### src/rtl/relobi_route_stage.sv
// Registered ECC-decode and address-routing stage for the reliable OBI crossbar.
// Define RELOBI_ROUTE_FAULT_CNT_EN to build the per-lane saturating fault counters.
module relobi_route_stage #(
    parameter int unsigned NumSbrPorts   = 4,
    parameter int unsigned NumMgrPorts   = 4,
    parameter int unsigned AddrWidth     = 32,
    parameter int unsigned EccAddrWidth  =
        AddrWidth + $clog2(AddrWidth + $clog2(AddrWidth) + 1) + 1,
    parameter int unsigned NumAddrRules  = 4,
    parameter int unsigned NumCopies     = 3,
    parameter int unsigned AbortMode     = 1,
    parameter int unsigned FaultCntWidth = 8,
    localparam int unsigned SelWidth     = (NumMgrPorts > 1) ? $clog2(NumMgrPorts) : 1,
    // Rule layout, MSB first: {idx[31:0], start_addr, end_addr}
    localparam int unsigned RuleWidth    = 32 + 2 * AddrWidth
) (
    input  logic                                                clk_i,
    input  logic                                                rst_ni,
    input  logic [NumSbrPorts-1:0]                              sbr_valid_i,
    output logic [NumSbrPorts-1:0]                              sbr_ready_o,
    input  logic [NumSbrPorts-1:0][EccAddrWidth-1:0]            sbr_addr_i,
    input  logic [NumCopies-1:0][NumAddrRules-1:0][RuleWidth-1:0] addr_map_i,
    input  logic [NumCopies-1:0][NumSbrPorts-1:0]               en_default_idx_i,
    input  logic [NumCopies-1:0][NumSbrPorts-1:0][SelWidth-1:0] default_idx_i,
    output logic [NumSbrPorts-1:0]                              sel_valid_o,
    input  logic [NumSbrPorts-1:0]                              sel_ready_i,
    output logic [NumCopies-1:0][NumSbrPorts-1:0][SelWidth-1:0] sel_idx_o,
    output logic [NumCopies-1:0][NumSbrPorts-1:0]               sel_abort_o,
    output logic [NumSbrPorts-1:0]                              sel_dec_error_o,
    output logic [1:0]                                          fault_o,
    input  logic                                                fault_cnt_clr_i,
    output logic [NumSbrPorts-1:0][FaultCntWidth-1:0]           fault_cnt_o
);

    localparam int unsigned EccBits = EccAddrWidth - AddrWidth;

    if (NumCopies != 1 && NumCopies != 3) begin : g_bad_copies
        $error("relobi_route_stage: NumCopies must be 1 or 3");
    end
    if (AbortMode > 2) begin : g_bad_abort
        $error("relobi_route_stage: AbortMode must be 0, 1 or 2");
    end
    if (EccBits < 3 || ((2 ** (EccBits - 1)) - EccBits) < AddrWidth) begin : g_bad_ecc
        $error("relobi_route_stage: EccAddrWidth too small for a SEC-DED code");
    end

    // Hsiao column for data bit n: the n-th odd-weight (>= 3) vector in ascending order.
    function automatic logic [EccBits-1:0] data_col(int unsigned bit_idx);
        logic [EccBits-1:0] col;
        logic [EccBits-1:0] vec;
        int unsigned        cnt;
        col = '0;
        cnt = 0;
        for (int unsigned v = 1; v < (1 << EccBits); v++) begin
            vec = EccBits'(v);
            if ($countones(vec) >= 3 && ($countones(vec) % 2) == 1) begin
                if (cnt == bit_idx) col = vec;
                cnt++;
            end
        end
        return col;
    endfunction

    logic [AddrWidth-1:0][EccBits-1:0] h_col;
    for (genvar i = 0; i < AddrWidth; i++) begin : g_col
        localparam logic [EccBits-1:0] Col = data_col(i);
        assign h_col[i] = Col;
    end

    logic [NumCopies-1:0][NumSbrPorts-1:0][SelWidth-1:0] idx_d;
    logic [NumCopies-1:0][NumSbrPorts-1:0]               abort_d;
    logic [NumCopies-1:0][NumSbrPorts-1:0]               dec_err_copy;
    logic [NumCopies-1:0][NumSbrPorts-1:0]               err_corr;
    logic [NumCopies-1:0][NumSbrPorts-1:0]               err_unc;
    logic [NumSbrPorts-1:0] dec_err_d, mismatch, lane_corr, lane_unc, accept;

    for (genvar c = 0; c < NumCopies; c++) begin : g_copy
        for (genvar l = 0; l < NumSbrPorts; l++) begin : g_lane
            logic [EccBits-1:0]   syndrome;
            logic [AddrWidth-1:0] corrected;
            logic [AddrWidth-1:0] dec_addr;
            logic [SelWidth-1:0]  idx;
            logic                 matched;
            logic                 corr;
            logic                 unc;

            always_comb begin
                syndrome = sbr_addr_i[l][EccAddrWidth-1:AddrWidth];
                for (int unsigned i = 0; i < AddrWidth; i++) begin
                    if (sbr_addr_i[l][i]) syndrome = syndrome ^ h_col[i];
                end
            end

            always_comb begin
                corrected = sbr_addr_i[l][AddrWidth-1:0];
                for (int unsigned i = 0; i < AddrWidth; i++) begin
                    if (syndrome == h_col[i]) corrected[i] = ~corrected[i];
                end
            end

            // Later rules override earlier ones; end_addr == 0 means open-ended.
            always_comb begin
                dec_addr = (AbortMode == 2) ? sbr_addr_i[l][AddrWidth-1:0] : corrected;
                idx      = en_default_idx_i[c][l] ? default_idx_i[c][l] : '0;
                matched  = 1'b0;
                for (int unsigned r = 0; r < NumAddrRules; r++) begin
                    if ((dec_addr >= addr_map_i[c][r][2*AddrWidth-1:AddrWidth]) &&
                        ((dec_addr < addr_map_i[c][r][AddrWidth-1:0]) ||
                         (addr_map_i[c][r][AddrWidth-1:0] == '0))) begin
                        idx     = addr_map_i[c][r][2*AddrWidth +: SelWidth];
                        matched = 1'b1;
                    end
                end
            end

            assign corr = ^syndrome;
            assign unc  = (|syndrome) & ~(^syndrome);

            assign idx_d[c][l]        = idx;
            assign err_corr[c][l]     = corr;
            assign err_unc[c][l]      = unc;
            assign dec_err_copy[c][l] = ~matched & ~en_default_idx_i[c][l];
            assign abort_d[c][l]      = (AbortMode == 1) ? unc :
                                        (AbortMode == 2) ? (corr | unc) : 1'b0;
        end
    end

    for (genvar l = 0; l < NumSbrPorts; l++) begin : g_vote
        if (NumCopies == 3) begin : g_tmr
            assign dec_err_d[l] = (dec_err_copy[0][l] & dec_err_copy[1][l]) |
                                  (dec_err_copy[0][l] & dec_err_copy[2][l]) |
                                  (dec_err_copy[1][l] & dec_err_copy[2][l]);
            assign mismatch[l]  = (idx_d[0][l] != idx_d[1][l]) ||
                                  (idx_d[0][l] != idx_d[2][l]) ||
                                  (dec_err_copy[0][l] != dec_err_copy[1][l]) ||
                                  (dec_err_copy[0][l] != dec_err_copy[2][l]);
        end else begin : g_single
            assign dec_err_d[l] = dec_err_copy[0][l];
            assign mismatch[l]  = 1'b0;
        end
    end

    always_comb begin
        lane_corr = '0;
        lane_unc  = '0;
        for (int unsigned c = 0; c < NumCopies; c++) begin
            lane_corr = lane_corr | err_corr[c];
            lane_unc  = lane_unc | err_unc[c];
        end
    end

    logic unused_idx_bits;
    always_comb begin
        unused_idx_bits = 1'b0;
        for (int unsigned c = 0; c < NumCopies; c++) begin
            for (int unsigned r = 0; r < NumAddrRules; r++) begin
                unused_idx_bits = unused_idx_bits ^
                                  (^addr_map_i[c][r][RuleWidth-1:2*AddrWidth+SelWidth]);
            end
        end
    end

    assign sbr_ready_o = ~sel_valid_o | sel_ready_i;
    assign accept      = sbr_valid_i & sbr_ready_o;

    always_ff @(posedge clk_i or negedge rst_ni) begin
        if (!rst_ni) begin
            sel_valid_o     <= '0;
            sel_idx_o       <= '0;
            sel_abort_o     <= '0;
            sel_dec_error_o <= '0;
            fault_o         <= '0;
        end else begin
            sel_valid_o <= accept | (sel_valid_o & ~sel_ready_i);
            fault_o     <= {|(accept & lane_unc), |(accept & (lane_corr | mismatch))};
            for (int unsigned l = 0; l < NumSbrPorts; l++) begin
                if (accept[l]) begin
                    sel_dec_error_o[l] <= dec_err_d[l];
                    for (int unsigned c = 0; c < NumCopies; c++) begin
                        sel_idx_o[c][l]   <= idx_d[c][l];
                        sel_abort_o[c][l] <= abort_d[c][l];
                    end
                end
            end
        end
    end

`ifdef RELOBI_ROUTE_FAULT_CNT_EN
    logic [NumSbrPorts-1:0][FaultCntWidth-1:0] cnt_d, cnt_q;

    // A clear coinciding with a faulty beat leaves a count of one.
    always_comb begin
        logic inc;
        cnt_d = cnt_q;
        for (int unsigned l = 0; l < NumSbrPorts; l++) begin
            inc = accept[l] & (lane_corr[l] | lane_unc[l] | mismatch[l]);
            if (fault_cnt_clr_i) begin
                cnt_d[l] = inc ? FaultCntWidth'(1) : '0;
            end else if (inc && (cnt_q[l] != '1)) begin
                cnt_d[l] = cnt_q[l] + FaultCntWidth'(1);
            end
        end
    end

    always_ff @(posedge clk_i or negedge rst_ni) begin
        if (!rst_ni) cnt_q <= '0;
        else         cnt_q <= cnt_d;
    end

    assign fault_cnt_o = cnt_q;
`else
    logic unused_cnt_clr;
    assign unused_cnt_clr = fault_cnt_clr_i;
    assign fault_cnt_o    = '0;
`endif

endmodule
### config.mk
export PLATFORM = sky130hd
export DESIGN_NAME = relobi_route_stage
export DESIGN_NICKNAME = d
export VERILOG_FILES = /design/src/rtl/relobi_route_stage.sv
export SDC_FILE = /design/constraint.sdc
export NUM_CORES = 2
export LEC_CHECK = 0
export CORE_AREA = 5 5 563 565
export DETAILED_ROUTE_END_ITERATION = 8
export DIE_AREA = 0 0 568 570
export GPL_TIMING_DRIVEN = 0
export SLEW_MARGIN = 5
export SYNTH_ARGS = -nofsm -noshare
export SYNTH_HDL_FRONTEND = slang
export SYNTH_SLANG_ARGS = --single-unit
### constraint.sdc
create_clock -name clk_i -period 1.45 [get_ports clk_i]
set_input_delay 0.29 -clock clk_i [delete_from_list [all_inputs] [get_ports clk_i]]
set_output_delay 0.29 -clock clk_i [all_outputs]
set_load 0.02 [all_outputs]
### Yosys cells after proc, flatten, opt, wreduce, memory -nomap -nowiden

Index checks and enable logic that the tools add are counted.

* add/subtract/negate cells: 0
* multipliers: 0
* divide/modulo/power cells: 0
* $lt $le $gt $ge: 96
* equality and inequality tests: 144
* shifts and indexed selects: 0
* mux-type cells: 364
* bitwise logic cells: 333
* reductions and logical operators: 130

Operators with widths (number)
* $ge A32 B32 Y1: 48
* $lt A32 B32 Y1: 48
* $eq A7 B6 Y1 const B: 60
* $logic_not A32 Y1: 12
* $mux W6: 60
* $not A3 Y3: 104
* $eq A7 B5 Y1 const B: 28
* $mux W1: 176
* $eq A7 B7 Y1 const B: 24
* $mux W7: 24
* $not A1 Y1: 156
* $mux W5: 28
* $mux W2: 60
* $not A5 Y5: 24
* $eq A7 B4 Y1 const B: 12
* $logic_or A1 B1 Y1: 60
* $logic_and A1 B1 Y1: 48
* $mux W4: 12
* $and A1 B1 Y1: 28
* $eq A7 B3 Y1 const B: 4
* $or A4 B4 Y4: 7
* $reduce_or A7 Y1: 4
* $reduce_xor A7 Y1: 4
* $and A4 B4 Y4: 4
* 6 further kinds: 32

* register bits: 38
* bits in latches: 0
* memory bits (writable): 0
* bits in read-only memories: 0
* input bits: 1355
* output and inout port bits: 82
* word-level logic and storage cells: 1089
* memories kept: 0

### Longest topological paths before layout

* depth after elaboration: 81
* depth in mapped cells: 32

### Worst setup path after synthesis

OpenSTA, ideal clock, no wires.

* path type: input port to flip-flop
* start: in sbr_addr_i[21] (netlist bit)
* end: reg fault_o[0]
* arrival: 6.512 ns
* slack: -5.203 ns
* stages: 25
* buffers on the path: 1
* path through: xnor2_1 xnor3_1 xnor3_1 xnor2_1 ha_1 buf_1 nand3_1 xnor2_1 ha_1 a21o_1 a21o_1 a21o_1 a21o_1 a21o_1 a21o_1 a221o_1 o21ai_0 o31ai_1 a31oi_1 nor4b_1 ha_1 nor3_1 a31oi_1 a31oi_1 o211ai_1

* word-level cells in the longest chain between the ends: 33
* elaborated cells between the ends (all ways): 177
* classes of those cells: order compare (24); eq/ne (36); mux (67); bitwise (21); reduce/logical (29)

RTL lines
* start: declaration: line 21 `input logic [NumSbrPorts-1:0][EccAddrWidth-1:0] sbr_addr_i,`
* $mux W6 (2 in series): line 90 `if (sbr_addr_i[l][i]) syndrome = syndrome ^ h_col[i];`
* $not A5 Y5 (no source line) or $mux W6 (tied branches)
* $mux W6 or $not A5 Y5 (tied branches)
* $not A5 Y5 (no source line) or $mux W6 (tied branches)
* $mux W6 or $not A5 Y5 (tied branches)
* $mux W6: line 90
* $not A3 Y3 (no source line) or $mux W7 (tied branches)
* $mux W7 or $not A3 Y3 (tied branches)
* [... 16 more ...]
* $not A1 Y1: line 122 `assign dec_err_copy[c][l] = ~matched & ~en_default_idx_i[c][l];`
* $and A1 B1 Y1: line 122
* $ne A1 B1 Y1: line 135 `(dec_err_copy[0][l] != dec_err_copy[1][l]) ||`
* $logic_or A1 B1 Y1: line 134 `(idx_d[0][l] != idx_d[2][l]) ||`
* $logic_or A1 B1 Y1: line 135
* $or A4 B4 Y4 (*): line 175 `fault_o <= {|(accept & lane_unc), |(accept & (lane_corr | mismatch))};`
* $and A4 B4 Y4 (*): line 175
* $reduce_or A4 Y1 (*): line 175
* end signal: assignment: line 175
* end: declaration: line 30 `output logic [1:0] fault_o,`

Mark *: on every way between the ends. The rest lies on a longest branch, timed or not.
A chain may end at the register's enable or synchronous reset.

### Worst setup path in the final report

Ends and elaborated chain as after synthesis.

==> flow_metrics.tcl <==
set metrics [dict create \
    syn_inst 9390 \
    worst-setup-path-type "primary input to register" \
    rsz0062_at_grt "yes" \
    critPathMaxStageDelay_ns 0.51 \
    intPower_mw 49.77 \
    grt_max_degree 30 \
    hp-class "primary input to asynchronous set/reset pin" \
    via_per_inst 6.123 \
    violations "design-rule violations, negative setup slack" \
    report.final.setup_viol 39 \
    h-tree-depth 2 \
    die_y_um 570 \
    pwr-share-comb 0.969 \
    hpwl_um 477900 \
    nFillCells 30750 \
    period_minus_slack_ns 7.098 \
    fin_util 0.3794 \
    dr.pass1.iters 9 \
    power_frac_seq 0.016 \
    outcome "complete, but fails checks" \
    crit_path_start "sbr_addr_i[21]" \
    yosysMostFrequentCell "ha_1" \
    cp_max_fo 9 \
    worstSetupStartpointType "primary input" \
    cts.sinks 38 \
    placementRows 205 \
    fmax_mhz 140.9 \
    worst_setup_path_end_kind "register" \
    gp_congestion 0.9785 \
    hold_viol_final 0 \
    instances_no_fill 15820 \
    drt_iter0_drc 13240 \
    fin_area_um2 117900 \
    yosysTopAreaCellShare 0.4988 \
    final_nets 16020 \
    worst_slack_ns -5.648 \
    drive_gt1_frac 0.2046 \
    antenna_found_initial 125 \
    ff2ff_setup_slack_ns -0.94 \
    dpl_cell_area_um2 103100 \
    switchingPower_mw 67.60 \
    post-route-drc-count 293 \
    fin_crit_sh 4.895 \
    slew_headroom 0.2770 \
    netlist_area_um2 77050 \
    routed_wl_um 616600 \
    switching_share 0.5760 \
    timing.hold.ws_ns 0.4197 \
    core-area_um2 310900 \
    r2r-end "fault_o[0]$_DFF_PN0_" \
    synthTopCellsByCount "3072 x ha_1, 874 x a21o_1, 837 x inv_1, 737 x a21oi_1, 498 x nand4_1" \
    clock_skew_ns 0.01596 \
    grt-ovfl-total 0 \
    place_inst 14900 \
    areaGrowthSynthToFinish_pct 53.07 \
    cts_root_buf "clkbuf_16" \
    yosysSeqAreaShare 0.01234 \
    grt_pass1_vias 89400 \
    rr_startpoint "sel_valid_o[1]$_DFF_PN0_" \
    synth_top_area_cell "ha_1" \
    dp_slack_ns -9.127 \
    power_density_nw_per_um2 995.1 \
    grt_usage 0.3549 \
    grt_pass1_wl_um 783800 \
    cts_buffers 5 \
    clkPwrFrac 0.015 \
    synth_edf_count 0 \
    io_pins 1437 \
    synth-seq-cells 38 \
    die-area_um2 323800 \
    r2r_cells 4 \
    async_flop_share 1.000 \
    synth_flop_cell "dfrtp_1" \
    wl_per_cell_um 38.97 \
    cpMostUsedCell "mux2i_4" \
    initial_core_util 0.2479 \
    port_buffers 1041 \
    ant_nets 0 \
    cts.clk_slew.worst_paths_ns 0.09 \
    worstSkewPairLatency_ns 0.34 \
    crit_required_ns 1.55 \
    crit_end "fault_o[0]$_DFF_PN0_" \
    ys_warn_count 0 \
    cp_data_arrival_time_ns 7.19 \
    slew_violations 0 \
    drv_cap 0 \
    fin_total_pwr_mw 117.4 \
    synth.distinct_cells 90 \
    tns_ns -140.77 \
    cts_tree "done" \
    p_leak_nw 58.60 \
    via_count 96870 \
    die_w_um 568 \
    clock_path_buffers 2 \
    worst_pin_slew_ns 1.080 \
    ir_drop_v 0.001805 \
    synth_area_leaders "ha_1 50%, a21o_1 8.5%, a21oi_1 4.8%, inv_1 4.1%, nand4_1 4.0%" \
    synth.avg_cell_area_um2 8.206 \
    cp_slowest_cell "nand4_1" \
]
==> cells by family after synthesis <==
logic type | share of synthesized area
XOR/XNOR | 0.05113
other | 0.00004867
flip-flops | 0.01234
adder cells (fa/ha/maj) | 0.4988
AO/OA/AOI/OAI | 0.2311
multiplexers | 0.005878
AND/OR/NAND/NOR | 0.1540
buffers and inverters | 0.04670
==> power by group through the flow <==
stage,Combinational [mW],Sequential [mW],Clock [mW]
finish,114,1.92,1.74
global route,117,1.95,1.76
CTS,101,1.92,1.74
detailed placement,80.1,1.93,0
global placement,72.7,1.92,0
floorplan,42.5,2.27,0
==> routing by layer <==
layer,global-route usage,part of all wire,routed length (um),vias up
met3,0.1573,0.15,92830,2361
met4,0.2916,0.11,66440,37
li1,-,-,-,40560
met2,0.4849,0.38,231400,8219
met1,0.4228,0.37,225200,45690
met5,0.01011,0.0010,647,-
==> layout make-up <==
class	count	area, um2	area share
Multi-Input combinational cell	8466	82070	0.6958
Timing Repair inverter	1	30.03	0.0002546
Buffer	65	616.8	0.005230
Clock buffer	6	138.9	0.001178
Clock inverter	2	60.06	0.0005092
Timing Repair Buffer	2175	25500	0.2162
Inverter	838	3167	0.02685
Tap cell	4140	5180	0.04392
Sequential cell	38	955.9	0.008105
Antenna cell	90	225.2	0.001910
==> worst min-delay path by stage <==
| stage | depth (start not counted) | to | start |
|---|---|---|---|
| after detailed placement | 1 | fault_o[0]$_DFF_PN0_ | rst_ni |
| final | 2 | sel_dec_error_o[3]$_DFFE_PN0P_ | rst_ni |
| after floorplan | 0 | fault_o[0]$_DFF_PN0_ | rst_ni |
| after global placement | 2 | sel_dec_error_o[2]$_DFFE_PN0P_ | sel_dec_error_o[2]$_DFFE_PN0P_ |
| after global routing | 2 | sel_dec_error_o[3]$_DFFE_PN0P_ | rst_ni |
| after CTS | 2 | sel_dec_error_o[3]$_DFFE_PN0P_ | rst_ni |
==> critical path: cells and delay by family <==
family                   cells  cell delay [ns]
AO/OA/AOI/OAI                7             1.81
AND/OR/NAND/NOR              5             1.39
multiplexers                 6             1.31
XOR/XNOR                     4             1.25
buffers and inverters        6             0.90
adder cells (fa/ha/maj)      1             0.19
==> flip-flops by register name, indices dropped and copies added, names as in the netlist <==
name / count
sel_idx_o: 24
sel_abort_o: 4
sel_dec_error_o: 4
sel_valid_o: 4
fault_o: 2
==> timing repair <==
item / 4_1_cts / 5_1_grt
hold buffers: 1 / 0
buffers inserted: 663 / 177
resized for setup: 1815 / 351
gates cloned: 6 / 2
setup endpoints to repair: 84 / 45
pin swaps: 513 / 231
hold endpoints to repair: 9 / 0
==> placed cells by master (no fill, tap or decap), types with 45 or more instances in the layout <==
master and instances:
a211oi_1 66, a21o_1 874, a21oi_1 671, a21oi_2 56, and4_1 47, buf_12 380, buf_16 78, buf_2 59
buf_4 622, buf_6 146, clkdlybuf4s50_1 842, diode_2 90, ha_1 2953, ha_4 100, inv_1 822, nand2_1 286
nand2b_1 145, nand3_1 130, nand3_2 45, nand4_1 498, nor2_1 293, nor2b_1 221, nor3_1 86, nor4_1 123
o211ai_1 58, o21a_1 59, o21ai_0 403, o21ai_1 67, xnor2_1 101, xnor2_2 99, xnor2_4 140
(Power assumes the default switching activity.)
